==> src/rtl/irq_ctrl_param.sv <==
// Parametrised interrupt controller: per-source latched or level requests,
// enable mask, acknowledge path, sticky overrun flags, and a registered IRQ
// line with a priority-encoded source index (bit 0 = highest priority).
module irq_ctrl_param #(
  parameter int                  NUM_SRC    = 8,
  parameter logic [NUM_SRC-1:0]  LEVEL_MASK = '0,
  parameter int                  IDX_W      = 3
) (
  input  logic               clk,
  input  logic               rst,
  input  logic               en,
  input  logic               enWr,
  input  logic [NUM_SRC-1:0] Dw,
  input  logic               ackWr,
  input  logic [NUM_SRC-1:0] Dack,
  input  logic [NUM_SRC-1:0] set,
  output logic [NUM_SRC-1:0] Dr,
  output logic [NUM_SRC-1:0] ovrun,
  output logic               IRQ,
  output logic [IDX_W-1:0]   irqId,
  output logic               irqValid
);

  logic [NUM_SRC-1:0] en_mask;
  logic [NUM_SRC-1:0] status;
  logic [NUM_SRC-1:0] ovrun_r;
  logic               irq_r;
  logic [IDX_W-1:0]   id_r;

  logic [NUM_SRC-1:0] eff_en;
  logic [NUM_SRC-1:0] ack_vec;
  logic [NUM_SRC-1:0] nxt_status;
  logic [NUM_SRC-1:0] nxt_ovrun;
  logic [NUM_SRC-1:0] pend;
  logic [IDX_W-1:0]   pend_id;

  // Lowest set index wins; an empty vector encodes as 0.
  function automatic logic [IDX_W-1:0] prio_enc(input logic [NUM_SRC-1:0] p);
    logic [IDX_W-1:0] r;
    r = '0;
    for (int i = NUM_SRC - 1; i >= 0; i--) begin
      if (p[i]) r = IDX_W'(i);
    end
    return r;
  endfunction

  // Next-state logic for status, overrun and the pending vector.
  always_comb begin
    eff_en     = enWr ? Dw : en_mask;
    ack_vec    = ackWr ? Dack : '0;
    nxt_status = '0;
    nxt_ovrun  = '0;
    for (int i = 0; i < NUM_SRC; i++) begin
      if (LEVEL_MASK[i]) begin
        // Level sources track the request line; enable only gates IRQ.
        nxt_status[i] = set[i];
        nxt_ovrun[i]  = 1'b0;
      end else begin
        // Set beats a same-edge acknowledge; a disable clears everything.
        nxt_status[i] = eff_en[i] & (set[i] | (status[i] & ~ack_vec[i]));
        nxt_ovrun[i]  = eff_en[i] & ~ack_vec[i] &
                        (ovrun_r[i] | (set[i] & status[i]));
      end
    end
    // Pending uses pre-edge registers, giving IRQ one cycle of latency
    // behind the status readback.
    pend    = status & en_mask;
    pend_id = prio_enc(pend);
  end

  // State registers: hold on en=0, cleared asynchronously by rst.
  always_ff @(posedge clk or posedge rst) begin
    if (rst) begin
      en_mask <= '0;
      status  <= '0;
      ovrun_r <= '0;
      irq_r   <= 1'b0;
      id_r    <= '0;
    end else if (en) begin
      if (enWr) en_mask <= Dw;
      status  <= nxt_status;
      ovrun_r <= nxt_ovrun;
      irq_r   <= |pend;
      id_r    <= pend_id;
    end
  end

  assign Dr       = status;
  assign ovrun    = ovrun_r;
  assign IRQ      = irq_r;
  assign irqValid = irq_r;
  assign irqId    = id_r;

endmodule

==> config.mk <==
export PLATFORM = sky130hd
export DESIGN_NAME = irq_ctrl_param
export DESIGN_NICKNAME = d
export VERILOG_FILES = /design/src/rtl/irq_ctrl_param.sv
export SDC_FILE = /design/constraint.sdc
export NUM_CORES = 1
export LEC_CHECK = 0
export BUFFER_PORTS_ARGS = -buffer_cell sky130_fd_sc_hd__buf_2
export CAP_MARGIN = 20
export CORE_MARGIN = 4
export CORE_UTILIZATION = 40
export DETAILED_ROUTE_END_ITERATION = 8
export GPL_TIMING_DRIVEN = 0
export PLACE_DENSITY = 0.67
export SLEW_MARGIN = 5
export SYNTH_ARGS = -nofsm -noshare
export SYNTH_HDL_FRONTEND = slang
export SYNTH_SLANG_ARGS = --single-unit
==> constraint.sdc <==
create_clock -name clk -period 1.4 [get_ports clk]
set_input_delay 0.42 -clock clk [delete_from_list [all_inputs] [get_ports clk]]
set_output_delay 0.42 -clock clk [all_outputs]
set_load 0.02 [all_outputs]
==> results of run 1 <==
-- cell usage in the layout, fill, tap and decap left out, types with 3 or more instances in the layout --
master / Yosys / routed
buf_2: 2 / 45
nor2_1: 10 / 10
nand3_1: 3 / 3
clkbuf_4: 0 / 3
inv_1: 3 / 3
mux2i_1: 7 / 7
buf_4: 1 / 10
and3_1: 7 / 7
o21ai_0: 17 / 17
dfrtp_1: 28 / 28
buf_6: 1 / 5
nand2_1: 17 / 17
a21oi_1: 16 / 16
o22a_1: 8 / 8
-- per-layer routing --
metal / GRT usage [%] / up-vias
met3: 2.38 / 5
li1: - / 615
met5: 0 / -
met2: 30.7 / 50
met1: 24.4 / 612
met4: 6.99 / 0
-- flip-flops by register name (all words and copies together), names as in the netlist --
register	flops
en_mask	8
ovrun	8
irqId	3
Dr	8
IRQ	1
-- cell usage after synthesis --
cell type,number,area share (%)
nand2_1,17,4.8
nand4bb_1,1,0.84
a41oi_1,1,0.65
buf_2,2,0.75
clkbuf_1,2,0.56
o211ai_1,1,0.56
dfrtp_1,28,52
buf_1,1,0.28
mux2i_1,7,5.2
nand3_2,1,0.75
mux2_4,1,1.1
buf_6,1,0.84
nand3_1,3,1.1
buf_4,1,0.56
a32o_1,1,0.75
nor2_1,10,2.8
a21oi_1,16,6.0
nand2b_1,1,0.47
clkbuf_8,1,1.0
nand3b_1,1,0.56
o22a_1,8,5.2
and3_1,7,3.3
o2bb2ai_1,1,0.65
a31oi_1,1,0.47
inv_1,3,0.84
o21ai_0,17,6.3
a22o_1,2,1.3
-- timing repair --
item	in CTS	in global routing
endpoints found under the hold margin	0	4
endpoints found under the setup margin	3	7
hold buffers	0	1
setup buffers	3	7
resized for setup	2	6
-- metrics by stage --
stage	power, mW	hold WS [ns]	instances	setup slack [ns]
3_3_place_gp	1.70	0.466	227	-0.191
5_1_grt	2.35	0.311	242	-0.00689
2_1_floorplan	1.48	0.485	136	0.119
4_1_cts	2.15	0.308	233	0.00597
6_report	2.22	0.311	242	0.0286
3_5_place_dp	1.73	0.481	227	-0.211
-- worst max path at each step --
stage | from | end | slack, ns | cells past startpoint
floorplan | enWr | Dr[0] | 0.12 | 5
global placement | en | Dr[1] | -0.19 | 5
detailed placement | en | Dr[1] | -0.21 | 5
CTS | Dr[0] | Dr[0] | 0.006 | 1
global route | Dr[2] | Dr[2] | -0.007 | 1
finish | Dr[0] | Dr[0] | 0.03 | 1
-- power groups by stage --
stage / Clock (mW) / Combinational, mW / Sequential (mW)
global route: 0.447 / 0.838 / 1.07
finish: 0.408 / 0.766 / 1.05
CTS: 0.415 / 0.687 / 1.05
detailed placement: 0 / 0.654 / 1.07
floorplan: 0 / 0.293 / 1.18
global placement: 0 / 0.638 / 1.06
-- worst reg2reg max path: cells and delay by family, from the launching register on --
family	cells	cell delay (ns)
AO/OA/AOI/OAI	2	0.43
buffers and inverters	1	0.15
flip-flops	1	0.41
AND/OR/NAND/NOR	1	0.18
-- kinds of logic after synthesis --
| family | Yosys count |
|---|---|
| and+or+nand+nor | 41 |
| muxes | 8 |
| AOI/OAI and AO/OA | 48 |
| buffers and inverters | 11 |
| DFF | 28 |
-- cell type report --
type                    count  area, sq um  share of cell area [%]
plain buffers               7         46.3                    2.58
clock buffers               4         36.3                    2.02
well taps                  44         55.1                    3.06
inverters                   3         11.3                   0.627
multi-input cells          97          574                    32.0
repair buffers             59          373                    20.8
flip-flops and latches     28          701                    39.0
==> impl_metrics.yaml, run 1 <==
status:
  outcome: "finished clean"
cts:
  clock_latency_ns: 0.34
  cts_sinks: 28
  cts_buffers: 3
  clkTransAtPathRegs_ns: 0.16
  cts_tree: "built"
  cts.path.max_buffers: 2
  ctsRootBufferMaster: "clkbuf_4"
  htreeDepth: 1
drt:
  wl_met1_um: 1570
  wl_met3_um: 192
  drc: 0
  dr.first_iter.drc_count: 77
  route.vias.total: 1282
  top_layer_used: "met4"
  avgRoutedWirePerCell_um: 15.7
  wl_met2_um: 1970
  viasPerCell: 5.30
  dr.pass1.iters: 4
  ant_nets: 0
  drt-total-wl_um: 3790
layout:
  nets: 228
  drive_gt1_share_pct: 34.3
  diodes: 0
  syn_to_final_growth_pct: 34.1
  fin_util_pct: 57.4
  fillers: 279
  finalInstanceArea_sq_um: 1800
logic_synthesis:
  syn_nets: 165
  seq_area_frac_synth_pct: 52.3
  netlist_instances: 136
  synthAdderAreaFrac_pct: 0
  avgSynthCellArea_sq_um: 9.85
  synth_top_family_by_area: "compound AO/OA/AOI/OAI gates"
  synthXorXnorAreaFrac_pct: 0
  synth_cell_types: 27
  synth_compound_area_share_pct: 21.9
  ys_warn_count: 0
  synth_area_sq_um: 1340
  yosys.area_share.simple_pct: 14.6
  synthMuxAreaShare_pct: 6.35
  ys_ff_latch: 28
global_route:
  grt_pass1_wl_um: 6180
  grt.overflow.total: 0
  grt_max_degree: 29
  grt_usage_pct: 18.5
  antenna_found_initial: 0
  grt_pass1_vias: 1329
die:
  die_w_um: 65.9
  die_y_um: 65.9
  io_pins: 50
  start_util_pct: 42.8
  rows: 20
  core_sq_um: 3130
  die-area_sq_um: 4340
setup_path:
  path_cells: "buf_6"
  critPathMaxStageDelay_ns: 0.46
  reg2reg_slack_ns: 0.15
  cpMaxStageDelayCell: "dfrtp_1"
  cp_top_family: "flip-flops"
  reg2reg_depth: 4
  r2r-start: "Dr[7]"
  cp_max_fo: 5
  r2r_end: "IRQ"
  startpoint_type: "flip-flop"
  cp_data_arrival_time_ns: 0.95
  endpoint_kind: "primary output"
  worstSetupPathType: "flip-flop to primary output"
  crit_buf_inv: 1
  cp.required_ns: 0.98
placement:
  hpwl_um: 2690
  place_area_sq_um: 1630
  portBuffers: 47
  gp_congestion: 0.752
worst_hold_path:
  whs_path_depth: 3
  hold_path_end: "Dr[5]"
  worstHoldStart: "set[5]"
  hold_path_class: "input pin to flip-flop"
timing:
  fin_crit_sh_pct: 98.0
  finalHoldViolCount: 0
  fin_tns_setup_ns: 0
  period_minus_slack_ns: 1.37
  tightest_slew_ns: 0.587
  max_slew_margin_pct: 60.9
  setup-violations-final: 0
  maxSlewViolCount: 0
  max_freq_ghz: 0.729
  fin_skew_ns: 0.00974
flow_run:
  cap_violations: 0
power:
  power.clock.fraction_pct: 18.4
  switching_share_pct: 34.7
  p_seq_share_pct: 47.1
  power.leakage_nw: 0.930
  ir_drop_mv: 0.480
  p_int_mw: 1.45
  power_density_nw_per_um2: 1240
  p_sw_uw: 771
  pwr-share-comb_pct: 34.5
No activity file was read; power rests on OpenSTA's default activity.
==> run 2: changes to the inputs <==
ABC_AREA = 1   (was not set)
==> run 2 against run 1 <==
Clock power grew 30%. Non-clock buffer count shrank 3. Fmax is essentially flat. Combinational power shrank 32%. First-iteration DRC count shrank 39%. Clock skew is essentially flat. Largest power group unchanged. Highest routed layer unchanged.
==> impl_metrics.yaml, run 2 <==
global_route:
  grt_util_met3_pct: 2.38
  grt.overflow.total: 0
  met2_usage_pct: 27.8
  grt_util_met1_pct: 23.7
  grt_max_degree: 29
  grt_usage_pct: 17.1
  grt_pass1_wl_um: 5770
  antenna_found_initial: 0
  gr-max-usage-layer: "met2"
  grt_pass1_vias: 1297
layout:
  layout_common_cells: "nand2_1, buf_2, dfrtp_1"
  nets: 264
  syn_to_final_growth_pct: 33.6
  mostFrequentLayoutCell: "nand2_1"
  fillers: 337
  diodes: 0
  drive_gt1_share_pct: 27.8
  fin_util_pct: 57.3
  finalInstanceArea_sq_um: 1810
placement:
  pre_cts_ws_ns: -0.0789
  hpwl_um: 2450
  place_area_sq_um: 1650
  portBuffers: 48
  gp_congestion: 0.751
drt:
  drt-total-wl_um: 3540
  dr.pass1.iters: 4
  drc: 0
  avgRoutedWirePerCell_um: 12.7
  dr.first_iter.drc_count: 47
  viasPerCell: 4.90
  route.vias.total: 1363
  ant_nets: 0
power:
  ir_drop_mv: 0.533
  power.leakage_nw: 0.956
  power_density_nw_per_um2: 1110
setup_path:
  worstSetupPathType: "flip-flop to primary output"
  endpoint_kind: "primary output"
  path_cells: "buf_6"
  startpoint_type: "flip-flop"
  cp_top_family: "flip-flops"
  cp_max_fo: 3
  cpMaxStageDelayCell: "dfrtp_1"
  cp_data_arrival_time_ns: 0.95
  cp.required_ns: 0.98
  critPathMaxStageDelay_ns: 0.46
  crit_buf_inv: 1
timing:
  max_freq_ghz: 0.730
  fin_skew_ns: 0.00997
  fin_crit_sh_pct: 97.9
  setup-violations-final: 0
  rsz0062_at_grt: "true"
  tightest_slew_ns: 0.557
  fin_tns_setup_ns: 0
  worst_slack_ns: 0.0297
  whs_ns: 0.0655
  period_minus_slack_ns: 1.37
  maxSlewViolCount: 0
  max_slew_margin_pct: 62.9
  finalHoldViolCount: 0
cts:
  clkTransAtPathRegs_ns: 0.16
  cts.path.max_buffers: 2
  cts_tree: "built"
  htreeDepth: 1
  ctsRootBufferMaster: "clkbuf_4"
  cts_sinks: 28
  cts_buffers: 3
  clock_latency_ns: 0.33
logic_synthesis:
  synth.largest_area_cell: "dfrtp_1"
  synthFlopType: "dfrtp_1"
  seq_area_frac_synth_pct: 51.8
  synth.most_common_cell: "nand2_1"
  netlist_top_cells_count: "nand2_1, dfrtp_1, o21ai_0"
  synth_cell_types: 15
  synth_edf_count: 0
  netlist_instances: 174
  synth_area_sq_um: 1350
  syn_nets: 203
  async_flop_share_pct: 100
  avgSynthCellArea_sq_um: 7.77
  synth_area_leaders: "dfrtp_1, nand2_1, o21ai_0"
  ys_ff_latch: 28
  ys_warn_count: 0
  yosysTopAreaCellShare_pct: 51.8
die:
  io_pins: 50
  core_sq_um: 3150
  die-area_sq_um: 4380
  start_util_pct: 42.9
  die_y_um: 66.2
  rows: 20
  die_w_um: 66.2
worst_hold_path:
  hold_path_class: "input pin to asynchronous set/reset pin"
flow_run:
  cap_violations: 0
status:
  outcome: "finished clean"
[run 2: cell types whose count changed in the layout (fill, tap and decap cells not counted), sizes merged, moves of 3 or more]
| cell | before | now |
|---|---|---|
| and3 | 7 | 0 |
| nand3 | 4 | 1 |
| nor2 | 10 | 4 |
| inv | 3 | 11 |
| o22a | 8 | 0 |
| mux2i | 7 | 0 |
| o31ai | 0 | 9 |
| nand2 | 17 | 70 |
| o21ai | 17 | 25 |
| buf | 62 | 59 |
[run 2: layer usage]
metal / share of wire [%] / vias up
met5: 0 / -
met4: 0.85 / 0
met3: 5.0 / 4
met2: 47 / 34
met1: 48 / 629
li1: - / 696
[run 2: final timing paths]
kind                          start    endpoint  slack [ns]  cells after the start
max                             IRQ         IRQ        0.03                      1
min                             rst  en_mask[2]        0.07                      2
max reg2reg                   Dr[7]    irqId[0]        0.19                     11
min reg2reg                irqId[0]    irqId[0]        0.50                      2
max in group asynchronous       rst       Dr[7]        0.87                      3
min in group clk            Dack[3]    ovrun[3]        0.35                      4
[run 2: final cells by class]
type	count	area, sq um	area share [%]
sequential	28	702	38.9
multi-input combinational	128	572	31.6
timing repair buffer	57	353	19.5
tap	44	55.1	3.05
inverter	11	41.3	2.29
buffer	6	31.3	1.73
clock inverter	1	30.0	1.66
clock buffer	3	22.5	1.25
[run 2: what timing repair did]
item	in CTS	in global routing
hold buffers	0	0
setup endpoints to repair	5	5
resized for setup	2	7
setup buffers	4	4
[run 2: logic make-up after synthesis]
| family | Yosys count | synth area share (%) |
|---|---|---|
| AND/OR/NAND/NOR | 75 | 20.9 |
| flip-flops | 28 | 51.8 |
| AO/OA/AOI/OAI | 53 | 21.4 |
| buffers and inverters | 18 | 5.92 |
[run 2: worst reg2reg max path, cell delays in order (launching register included)]
cell and delay (ns):
dfrtp_2 0.47, buf_4 0.14, nand2_1 0.07, inv_1 0.04
nand2_1 0.05, nand2_1 0.04, nand2_1 0.06, nand2_1 0.05
nand2_1 0.05, nand2_1 0.04, nand2_1 0.06, nand2_1 0.05
[run 2: metrics by stage]
step	cells	power, mW
after floorplan	174	1.26
after global placement	266	1.43
after detailed placement	266	1.43
after CTS	273	1.98
after global routing	278	2.13
final	278	2.01
[run 2: where the power goes]
part | internal [mW] | switching, mW | total [mW] | leakage (nW)
combinational | 0.214 | 0.307 | 0.521 | 0.564
sequential | 0.896 | 0.0623 | 0.958 | 0.364
clock | 0.290 | 0.241 | 0.531 | 0.0279
total | 1.40 | 0.610 | 2.01 | 0.956
